<file path="config.mk">
export PLATFORM = sky130hd
export DESIGN_NAME = dvfs_domain_controller
export DESIGN_NICKNAME = d
export VERILOG_FILES = /design/src/rtl/dvfs_pkg.sv /design/src/rtl/dvfs_domain_fsm.sv /design/src/rtl/dvfs_domain_controller.sv
export SDC_FILE = /design/constraint.sdc
export NUM_CORES = 1
export LEC_CHECK = 0
export CAP_MARGIN = 20
export CORE_UTILIZATION = 50
export CTS_CLUSTER_DIAMETER = 30
export CTS_CLUSTER_SIZE = 8
export DETAILED_ROUTE_END_ITERATION = 16
export PLACE_DENSITY = 0.83
export SYNTH_ARGS = -nofsm -noshare
export SYNTH_HDL_FRONTEND = slang
export SYNTH_SLANG_ARGS = --single-unit
export TNS_END_PERCENT = 10
</file>
<file path="constraint.sdc">
create_clock -name clk -period 4.6 [get_ports clk]
set_input_delay 0.46 -clock clk [delete_from_list [all_inputs] [get_ports clk]]
set_output_delay 0.46 -clock clk [all_outputs]
set_load 0.01 [all_outputs]
</file>
<file path="src/rtl/dvfs_pkg.sv">
// Shared types and helpers for the multi-domain DVFS controller.
package dvfs_pkg;
  localparam int LVL_W = 3;

  typedef logic [LVL_W-1:0] level_t;

  typedef enum logic [2:0] {
    S_IDLE, S_V_REQ, S_V_SETTLE, S_F_SET, S_F_SETTLE, S_GATED, S_WAKE
  } dvfs_state_e;

  function automatic level_t level_min(level_t a, level_t b);
    return (a < b) ? a : b;
  endfunction

  function automatic level_t level_max(level_t a, level_t b);
    return (a > b) ? a : b;
  endfunction
endpackage

</file>
<file path="src/rtl/dvfs_domain_fsm.sv">
// Per-domain V/F sequencer: hysteresis, limit clamping, regulator handshake and idle gating.
module dvfs_domain_fsm
  import dvfs_pkg::*;
#(
  parameter int LOAD_WIDTH         = 16,
  parameter int DEFAULT_LEVEL      = 4,
  parameter int HYST_COUNT         = 4,
  parameter int VOLT_SETTLE_CYCLES = 32,
  parameter int FREQ_SETTLE_CYCLES = 8,
  parameter int GATE_IDLE_CYCLES   = 128
) (
  input  logic                  clk,
  input  logic                  rst,
  input  logic                  en_i,
  input  logic                  tick_i,
  input  logic [LOAD_WIDTH-1:0] load_i,
  input  logic                  active_i,
  input  logic [LOAD_WIDTH-1:0] up_thr_i,
  input  logic [LOAD_WIDTH-1:0] dn_thr_i,
  input  level_t                eff_min_i,
  input  level_t                eff_max_i,
  input  logic                  vreg_ack_i,
  output level_t                volt_o,
  output level_t                freq_o,
  output logic                  vreg_req_o,
  output level_t                vreg_tgt_o,
  output logic                  gate_o,
  output logic                  busy_o
);
  localparam int SMAX = (VOLT_SETTLE_CYCLES > FREQ_SETTLE_CYCLES) ? VOLT_SETTLE_CYCLES
                                                                  : FREQ_SETTLE_CYCLES;
  localparam int CW = $clog2(SMAX + 1);
  localparam int IW = $clog2(GATE_IDLE_CYCLES + 1);
  localparam int HW = $clog2(HYST_COUNT + 1);
  localparam logic [HW-1:0] HMAX = HW'(HYST_COUNT);

  dvfs_state_e     state_q, state_d;
  level_t          volt_q, volt_d, freq_q, freq_d, tgt_q, tgt_d;
  logic            dir_up_q, dir_up_d;
  logic [HW-1:0]   up_q, up_d, dn_q, dn_d, up_nx, dn_nx;
  logic [IW-1:0]   idle_q, idle_d;
  logic [CW-1:0]   cnt_q, cnt_d;
  logic            go_up, go_dn;

  always_ff @(posedge clk or posedge rst) begin
    if (rst) begin
      state_q  <= S_IDLE;
      volt_q   <= level_t'(DEFAULT_LEVEL);
      freq_q   <= level_t'(DEFAULT_LEVEL);
      tgt_q    <= level_t'(DEFAULT_LEVEL);
      dir_up_q <= 1'b0;
      up_q     <= '0;
      dn_q     <= '0;
      idle_q   <= '0;
      cnt_q    <= '0;
    end else begin
      state_q  <= state_d;
      volt_q   <= volt_d;
      freq_q   <= freq_d;
      tgt_q    <= tgt_d;
      dir_up_q <= dir_up_d;
      up_q     <= up_d;
      dn_q     <= dn_d;
      idle_q   <= idle_d;
      cnt_q    <= cnt_d;
    end
  end

  always_comb begin
    state_d  = state_q;
    volt_d   = volt_q;
    freq_d   = freq_q;
    tgt_d    = tgt_q;
    dir_up_d = dir_up_q;
    up_d     = up_q;
    dn_d     = dn_q;
    idle_d   = idle_q;
    cnt_d    = cnt_q;
    up_nx    = up_q;
    dn_nx    = dn_q;
    go_up    = 1'b0;
    go_dn    = 1'b0;
    case (state_q)
      S_IDLE: begin
        cnt_d = '0;
        if (!en_i) begin
          up_d   = '0;
          dn_d   = '0;
          idle_d = '0;
        end else if (volt_q > eff_max_i) begin
          go_dn = 1'b1;
        end else if (volt_q < eff_min_i) begin
          go_up = 1'b1;
        end else begin
          if (tick_i) begin
            if (load_i > up_thr_i) begin
              up_nx = (up_q == HMAX) ? up_q : up_q + HW'(1);
              dn_nx = '0;
            end else if (load_i < dn_thr_i) begin
              dn_nx = (dn_q == HMAX) ? dn_q : dn_q + HW'(1);
              up_nx = '0;
            end else begin
              up_nx = '0;
              dn_nx = '0;
            end
            up_d  = up_nx;
            dn_d  = dn_nx;
            go_up = (up_nx == HMAX) && (volt_q < eff_max_i);
            go_dn = !go_up && (dn_nx == HMAX) && (volt_q > eff_min_i);
          end
          if (!go_up && !go_dn) begin
            if (!active_i && (load_i == '0)) begin
              if (idle_q == IW'(GATE_IDLE_CYCLES - 1)) begin
                state_d = S_GATED;
                idle_d  = '0;
                up_d    = '0;
                dn_d    = '0;
              end else begin
                idle_d = idle_q + IW'(1);
              end
            end else begin
              idle_d = '0;
            end
          end
        end
        // Up raises voltage first; down lowers frequency first.
        if (go_up) begin
          state_d  = S_V_REQ;
          tgt_d    = volt_q + level_t'(1);
          dir_up_d = 1'b1;
          up_d     = '0;
          dn_d     = '0;
          idle_d   = '0;
        end else if (go_dn) begin
          state_d  = S_F_SET;
          tgt_d    = volt_q - level_t'(1);
          dir_up_d = 1'b0;
          up_d     = '0;
          dn_d     = '0;
          idle_d   = '0;
        end
      end
      S_V_REQ: begin
        if (vreg_ack_i) begin
          volt_d  = tgt_q;
          cnt_d   = '0;
          state_d = S_V_SETTLE;
        end
      end
      S_V_SETTLE: begin
        if (cnt_q == CW'(VOLT_SETTLE_CYCLES - 1)) begin
          cnt_d   = '0;
          state_d = dir_up_q ? S_F_SET : S_IDLE;
        end else begin
          cnt_d = cnt_q + CW'(1);
        end
      end
      S_F_SET: begin
        freq_d  = tgt_q;
        cnt_d   = '0;
        state_d = S_F_SETTLE;
      end
      S_F_SETTLE: begin
        if (cnt_q == CW'(FREQ_SETTLE_CYCLES - 1)) begin
          cnt_d   = '0;
          state_d = dir_up_q ? S_IDLE : S_V_REQ;
        end else begin
          cnt_d = cnt_q + CW'(1);
        end
      end
      S_GATED: begin
        cnt_d = '0;
        if (active_i || !en_i) state_d = S_WAKE;
      end
      S_WAKE: begin
        if (cnt_q == CW'(VOLT_SETTLE_CYCLES - 1)) begin
          cnt_d   = '0;
          state_d = S_IDLE;
        end else begin
          cnt_d = cnt_q + CW'(1);
        end
      end
      default: state_d = S_IDLE;
    endcase
  end

  always_comb begin
    volt_o     = volt_q;
    freq_o     = freq_q;
    vreg_tgt_o = tgt_q;
    vreg_req_o = (state_q == S_V_REQ);
    gate_o     = (state_q == S_GATED);
    busy_o     = (state_q != S_IDLE) && (state_q != S_GATED);
  end
endmodule

</file>
<file path="src/rtl/dvfs_domain_controller.sv">
// Multi-domain DVFS controller: shared eval tick and limit resolution, one sequencer per domain.
module dvfs_domain_controller
  import dvfs_pkg::*;
#(
  parameter int NUM_DOMAINS        = 4,
  parameter int LOAD_WIDTH         = 16,
  parameter int LEVEL_WIDTH        = LVL_W,
  parameter int DEFAULT_LEVEL      = 4,
  parameter int EVAL_PERIOD        = 64,
  parameter int HYST_COUNT         = 4,
  parameter int VOLT_SETTLE_CYCLES = 32,
  parameter int FREQ_SETTLE_CYCLES = 8,
  parameter int GATE_IDLE_CYCLES   = 128
) (
  input  logic                               clk,
  input  logic                               rst,
  input  logic                               dvfs_enable,
  input  logic [NUM_DOMAINS*LOAD_WIDTH-1:0]  domain_load,
  input  logic [NUM_DOMAINS-1:0]             domain_active,
  input  logic [LOAD_WIDTH-1:0]              up_threshold,
  input  logic [LOAD_WIDTH-1:0]              down_threshold,
  input  logic [LEVEL_WIDTH-1:0]             min_level,
  input  logic [LEVEL_WIDTH-1:0]             max_level,
  input  logic                               thermal_alert,
  input  logic [LEVEL_WIDTH-1:0]             thermal_cap_level,
  output logic [NUM_DOMAINS*LEVEL_WIDTH-1:0] volt_level,
  output logic [NUM_DOMAINS*LEVEL_WIDTH-1:0] freq_level,
  output logic [NUM_DOMAINS-1:0]             vreg_req,
  output logic [NUM_DOMAINS*LEVEL_WIDTH-1:0] vreg_target,
  input  logic [NUM_DOMAINS-1:0]             vreg_ack,
  output logic [NUM_DOMAINS-1:0]             domain_power_gate,
  output logic [NUM_DOMAINS-1:0]             transition_busy
);
  localparam int TW = (EVAL_PERIOD > 1) ? $clog2(EVAL_PERIOD) : 1;

  logic [TW-1:0] timer_q, timer_d;
  logic          tick;
  level_t        eff_max, eff_min;

  assign tick    = (timer_q == TW'(EVAL_PERIOD - 1));
  assign timer_d = tick ? '0 : timer_q + TW'(1);

  always_ff @(posedge clk or posedge rst) begin
    if (rst) timer_q <= '0;
    else     timer_q <= timer_d;
  end

  // Thermal ceiling dominates the floor so the cap is always honoured.
  assign eff_max = level_min(max_level, thermal_alert ? thermal_cap_level : '1);
  assign eff_min = level_min(min_level, eff_max);

  for (genvar g = 0; g < NUM_DOMAINS; g++) begin : g_dom
    dvfs_domain_fsm #(
      .LOAD_WIDTH        (LOAD_WIDTH),
      .DEFAULT_LEVEL     (DEFAULT_LEVEL),
      .HYST_COUNT        (HYST_COUNT),
      .VOLT_SETTLE_CYCLES(VOLT_SETTLE_CYCLES),
      .FREQ_SETTLE_CYCLES(FREQ_SETTLE_CYCLES),
      .GATE_IDLE_CYCLES  (GATE_IDLE_CYCLES)
    ) u_fsm (
      .clk       (clk),
      .rst       (rst),
      .en_i      (dvfs_enable),
      .tick_i    (tick),
      .load_i    (domain_load[g*LOAD_WIDTH +: LOAD_WIDTH]),
      .active_i  (domain_active[g]),
      .up_thr_i  (up_threshold),
      .dn_thr_i  (down_threshold),
      .eff_min_i (eff_min),
      .eff_max_i (eff_max),
      .vreg_ack_i(vreg_ack[g]),
      .volt_o    (volt_level[g*LEVEL_WIDTH +: LEVEL_WIDTH]),
      .freq_o    (freq_level[g*LEVEL_WIDTH +: LEVEL_WIDTH]),
      .vreg_req_o(vreg_req[g]),
      .vreg_tgt_o(vreg_target[g*LEVEL_WIDTH +: LEVEL_WIDTH]),
      .gate_o    (domain_power_gate[g]),
      .busy_o    (transition_busy[g])
    );
  end
endmodule

</file>
Word-level counts from Yosys, hierarchy flattened
Index checks and enable logic that the tools add are counted.
{ "word_totals": {"wordCells": 634, "output_inout_bits": 48, "ff_bits": 138, "input_bits": 117} }
{ "op_classes": {"eq_ne": 113, "add_sub_neg": 25, "mux": 336, "n_reduce_logical": 97, "n_lt_le_gt_ge": 26} }
{ "op_table": {"columns": ["op", "count"], "rows": [
  ["2-to-1 mux 3 bit", 195],
  ["2-to-1 mux 8 bit", 32],
  ["case mux 6 bit (4 select lines)", 4],
  ["equality test 3 bit (second input constant)", 28],
  ["2-to-1 mux 1 bit", 84],
  ["case mux 3 bit (7 select lines)", 4],
  ["2-to-1 mux 6 bit", 13],
  ["> comparator 16 bit", 4],
  ["zero test 16 bit", 4],
  ["less-than comparator 16 bit", 4],
  ["inequality test 4 x 1 -> 1 bit (second input constant)", 16],
  ["inequality test 4 bit (second input constant)", 16],
  ["AND reduction 11 bit", 4],
  ["adder 3 x 1 -> 3 bit (second input constant)", 12],
  ["adder 8 x 1 -> 8 bit (second input constant)", 4],
  ["equality test 8 x 7 -> 1 bit (second input constant)", 4],
  ["adder 6 x 1 -> 6 bit (second input constant)", 5],
  ["less-than comparator 3 bit", 10],
  ["equality test 3 x 2 -> 1 bit (second input constant)", 8],
  ["equality test 6 x 3 -> 1 bit (second input constant)", 4],
  ["equality test 6 x 5 -> 1 bit (second input constant)", 4],
  ["> comparator 3 bit", 8],
  ["logical AND 1 bit", 24],
  ["inequality test 2 x 1 -> 1 bit (second input constant)", 12],
  ["18 further kinds", 94]
]} }

Depth between registers and ports, before layout
{ "logic_depth": {"depth_word": 29, "mapped_depth": 21} }

Hierarchy
From an unflattened synthesis, not the netlist that was laid out.
{ "unflattened": {"hier_cells": 1522, "area_unflattened_um2": 12597.1} }
{ "by_module_without_submodules": {"columns": ["mod", "area_per_inst_um2", "cells_per_inst", "n_inst"], "rows": [
  ["dvfs_domain_fsm (g_dom[3].u_fsm)", 3139.3, 376, 1],
  ["dvfs_domain_fsm (g_dom[1].u_fsm)", 3039.2, 380, 1],
  ["dvfs_domain_fsm (g_dom[2].u_fsm)", 3002.9, 357, 1],
  ["dvfs_domain_fsm (g_dom[0].u_fsm)", 2912.8, 353, 1],
  ["dvfs_domain_controller", 503.0, 56, 1]
]} }

Worst setup path after synthesis
Ideal clock, no wire load.
{ "synth_path": {"kind": "in2reg", "startpoint": "input thermal_cap_level[2]", "endpoint": "register g_dom[3].u_fsm.tgt_q[2]", "setup_slack_ns": 0.789, "path_buffers": 2, "required_ns": 4.518, "setup_time_ns": 0.082, "stages": 19, "arrival_ns": 3.728, "path_cell_list": "nand2b_1 -> ha_1 -> nand2b_4 -> a21o_4 -> buf_4 -> and3_1 -> o21ai_0 -> nand2_1 -> ha_1 -> inv_1 -> o311a_1 -> nor3_1 -> a41o_1 -> buf_2 -> and2b_1 -> fa_1 -> xnor2_1 -> xnor2_1 -> mux2_2"} }
{ "synth_between": {"elab_chain_cells": 19} }
{ "synth_rtl": {"columns": ["element", "line_no", "text"], "rows": [
  ["from (decl)", "dvfs_domain_controller.sv:25", "input logic [LEVEL_WIDTH-1:0] thermal_cap_level,"],
  ["2-to-1 mux 3 bit (*)", "dvfs_domain_controller.sv:49", "assign eff_max = level_min(max_level, thermal_alert ? thermal_cap_level : '1);"],
  ["less-than comparator 3 bit", "dvfs_pkg.sv:12", "return (a < b) ? a : b;"],
  ["2-to-1 mux 3 bit (*)", "dvfs_pkg.sv:12", null],
  ["branches (longest 16 deep; another with less-than comparator 3 bit)", null, null],
  ["to (signal assigned)", "dvfs_domain_fsm.sv:50", "tgt_q <= level_t'(DEFAULT_LEVEL);"],
  ["to (signal assigned)", "dvfs_domain_fsm.sv:60", "tgt_q <= tgt_d;"],
  ["to (decl)", "dvfs_domain_fsm.sv:38", "level_t volt_q, volt_d, freq_q, freq_d, tgt_q, tgt_d;"]
]} }
Every way passes the cells marked *. The select of a mux whose other input is x is not followed.
A chain may end at the register's enable or synchronous reset.

Worst setup path after layout
{ "layout_path": {"startpoint": "input thermal_cap_level[2]", "endpoint": "register g_dom[2].u_fsm.tgt_q[2]"} }
{ "layout_between": {"elab_chain_cells": 19} }
{ "layout_rtl": {"columns": ["element", "line_no"], "rows": [
  ["2-to-1 mux 3 bit (*)", "dvfs_domain_controller.sv:49"],
  ["less-than comparator 3 bit", "dvfs_pkg.sv:12"],
  ["2-to-1 mux 3 bit (*)", "dvfs_pkg.sv:12"],
  ["branches (longest 16 deep; another with less-than comparator 3 bit)", null],
  ["to (signal assigned)", "dvfs_domain_fsm.sv:50"],
  ["to (signal assigned)", "dvfs_domain_fsm.sv:60"],
  ["to (decl)", "dvfs_domain_fsm.sv:38"]
]} }
Marked as above.

==> results.yml <==
run_status:
  status: "finished clean"
pwr:
  p_per_area_nw_per_um2: 426
  leakage_nw: 6.43
  irDropWorstVdd_v: 0.000371
layout:
  drive_gt1_share_pct: 7.84
  area_delta_synth_final_pct: 20.0
  fillCellCount: 2028
  finalInstanceArea_um2: 14900
  post-route-util_pct: 61.2
  mostFrequentLayoutCells: "ha_1 (169), clkdlybuf4s50_1 (164), dfrtp_1 (126)"
  nNetsFinal: 1872
  final_common_cell: "ha_1"
timing:
  period_share_pct: 89.8
  clock_skew_ns: 0.0203
  rsz0062_at_grt: "no"
  worst_slew_margin_rel_pct: 26.6
  tightestPinTransition_ns: 1.09
  maxSlewViolCount: 0
  period_minus_slack_ns: 4.13
  finalHoldViolCount: 0
  setup_violations: 0
  fmax_ghz: 0.242
yosys:
  async_flop_share_pct: 100
  syn_area_um2: 12400
  synthFlopType: "dfrtp_1"
  synth_area_per_cell_um2: 8.66
  netlist_instances: 1433
  yosysTopAreaCell: "dfrtp_1"
  ys_ff_latch: 138
  synth-seq-area-share_pct: 27.9
  synth_top_area_share_pct: 25.4
  yosys-top-cells-area: "dfrtp_1 (25%), ha_1 (17%), o21ai_0 (4.0%)"
  ys.warnings.count: 0
  syn-num-nets: 1723
  synth_edf_count: 0
  ys_types: 101
cts:
  h-tree-depth: 4
  cts.sink_count: 138
  cts_buffers: 17
  clockBufferDepth: 2
  cts_resized: 0
  clock_latency_ns: 0.45
  cts.clk_slew.worst_paths_ns: 0.07
  cts-root-buf: "clkbuf_16"
  cts_setup_buffers: 0
  ctsHoldBuffers: 0
  tritoncts: "yes"
global_routing:
  antenna_found_initial: 1
  grt_pass1_vias: 11600
  overflow: 0
  grt_pass1_wl_um: 57800
  grt_max_degree: 109
  grt.total_usage_pct: 28.0
drt:
  drt_first_pass_iters: 5
  wire_per_inst_um: 18.3
  ant_nets: 0
  first_iter_violations: 999
  route.detailed.drc: 0
  wirelength_um: 35200
  avgViaCountPerCell: 6.20
  vias: 11900
floorplanning:
  fp.coreArea_um2: 24300
  io_pins: 165
  start_util_pct: 51.0
  die_x_um: 160
  dieArea_um2: 25500
  num_rows: 57
  die_h_um: 160
critical_path:
  cp_cell_sequence: "clkdlybuf4s50_1, nand2b_1, inv_1, ha_1, nand2b_4, a21o_4, o21a_1, nor2_1, o21ai_0, nand2_1, ha_1, a31oi_1, a221oi_1, o211ai_1, fa_1, xnor2_1, xnor2_1, mux2_2"
  crit_path_end_kind: "flop"
  crit_fanout: 11
  worst_ep_arrival_time_ns: 4.50
  crit_required_ns: 4.97
  critPathBufInv: 2
  crit_type: "primary input to flop"
  cp_slowest_stage_delay_ns: 0.47
  cp_top_family: "compound AO/OA/AOI/OAI gates"
  critPathLaunchType: "primary input"
  slowest_stage: "a221oi_1"
placement:
  postPlaceCellArea_um2: 14300
  hpwl_um: 27600
  gp_congestion: 0.976
  portBuffers: 164
hold_path:
  hold_path.class: "flop to flop"
run:
  cap_violations: 0
-- area by class of cell --
type                            instances  area, µm²  share of cell area [%]
Timing Repair Buffer                  176       1730                    11.6
Tap cell                              324        405                    2.72
Sequential cell                       138       3470                    23.3
Antenna cell                            1       2.50                  0.0168
Clock inverter                         14        161                    1.08
Multi-Input combinational cell       1143       8300                    55.7
Clock buffer                           17        425                    2.86
Inverter                              106        403                    2.70
-- cells by family (layout without fill, tap and decap cells) --
group | count (synthesis) | in the layout | synth area share, %
other | 0 | 1 | 0
adders and majority gates | 179 | 179 | 18.2
buffers and inverters | 152 | 313 | 5.22
muxes | 33 | 33 | 2.94
DFF | 138 | 138 | 27.9
AOI/OAI and AO/OA | 393 | 393 | 21.5
xor gates and xnor gates | 21 | 21 | 1.48
and+or+nand+nor | 517 | 517 | 22.7
-- synthesized netlist by cell type (9+ instances only) --
cell,count
dfrtp_1,126
nor4_1,26
clkbuf_1,22
o31ai_1,13
a21oi_1,74
a31oi_1,33
o21ai_0,98
a22o_1,9
o21ai_1,13
o211ai_1,13
nand3_1,63
xnor2_1,14
nand4_1,28
a21o_1,16
o21a_1,12
and2_1,15
or4_1,9
nor2b_1,21
buf_4,15
nand3b_1,13
a211oi_1,14
nor3_1,43
ha_1,169
or3_1,15
nor3b_1,11
nor2_1,79
nand2_1,119
nand2b_1,12
inv_1,104
dfstp_2,12
mux2_2,21
and3_1,27
-- where the power goes --
group | switching (mW) | leakage, nW | internal [mW]
logic | 1.63 | 4.35 | 1.41
clock network | 0.612 | 0.279 | 0.810
registers | 0.375 | 1.80 | 1.51
total | 2.62 | 6.43 | 3.72
-- registers in the layout, indices dropped and copies added (netlist names) --
name and cells:
g_dom.u_fsm.freq_o 12, g_dom.u_fsm.state_q 12, g_dom.u_fsm.idle_q 32, g_dom.u_fsm.volt_o 12, g_dom.u_fsm.vreg_tgt_o 12, g_dom.u_fsm.up_q 12, g_dom.u_fsm.dir_up_q 4, g_dom.u_fsm.cnt_q 24
timer_q 6, g_dom.u_fsm.dn_q 12
-- final timing paths --
check / start / endpoint / slack (ns) / depth (start not counted)
max: thermal_cap_level[2] / g_dom[2].u_fsm.vreg_tgt_o[2] / 0.47 / 18
min: g_dom[3].u_fsm.cnt_q[5] / g_dom[3].u_fsm.cnt_q[5] / 0.47 / 1
max reg2reg: g_dom[2].u_fsm.up_q[0] / g_dom[2].u_fsm.vreg_tgt_o[2] / 1.56 / 11
min reg2reg: g_dom[3].u_fsm.cnt_q[5] / g_dom[3].u_fsm.cnt_q[5] / 0.47 / 1
max in group asynchronous: rst / g_dom[3].u_fsm.freq_o[2] / 2.89 / 3
min in group asynchronous: rst / g_dom[2].u_fsm.cnt_q[5] / 0.63 / 2
-- metal layers --
layer	up-vias	routed length (µm)	global-route usage [%]
met5	-	0	0
met4	0	1460	13.3
met3	78	2100	3.96
met2	424	16700	46.8
met1	5700	15000	35.5
li1	5691	-	-
-- through the flow --
step | setup slack, ns | total power [mW] | cells | setup TNS (ns) | hold WS [ns]
finish | 0.468 | 6.34 | 1919 | 0 | 0.472
floorplan | 0.464 | 3.90 | 1433 | 0 | 0.436
global placement | 0.106 | 4.77 | 1887 | 0 | 0.458
CTS | 0.378 | 6.33 | 1918 | 0 | 0.474
detailed placement | -0.0527 | 4.89 | 1887 | -0.0558 | 0.464
global route | 0.223 | 6.75 | 1919 | 0 | 0.492
(Power assumes the default switching activity.)
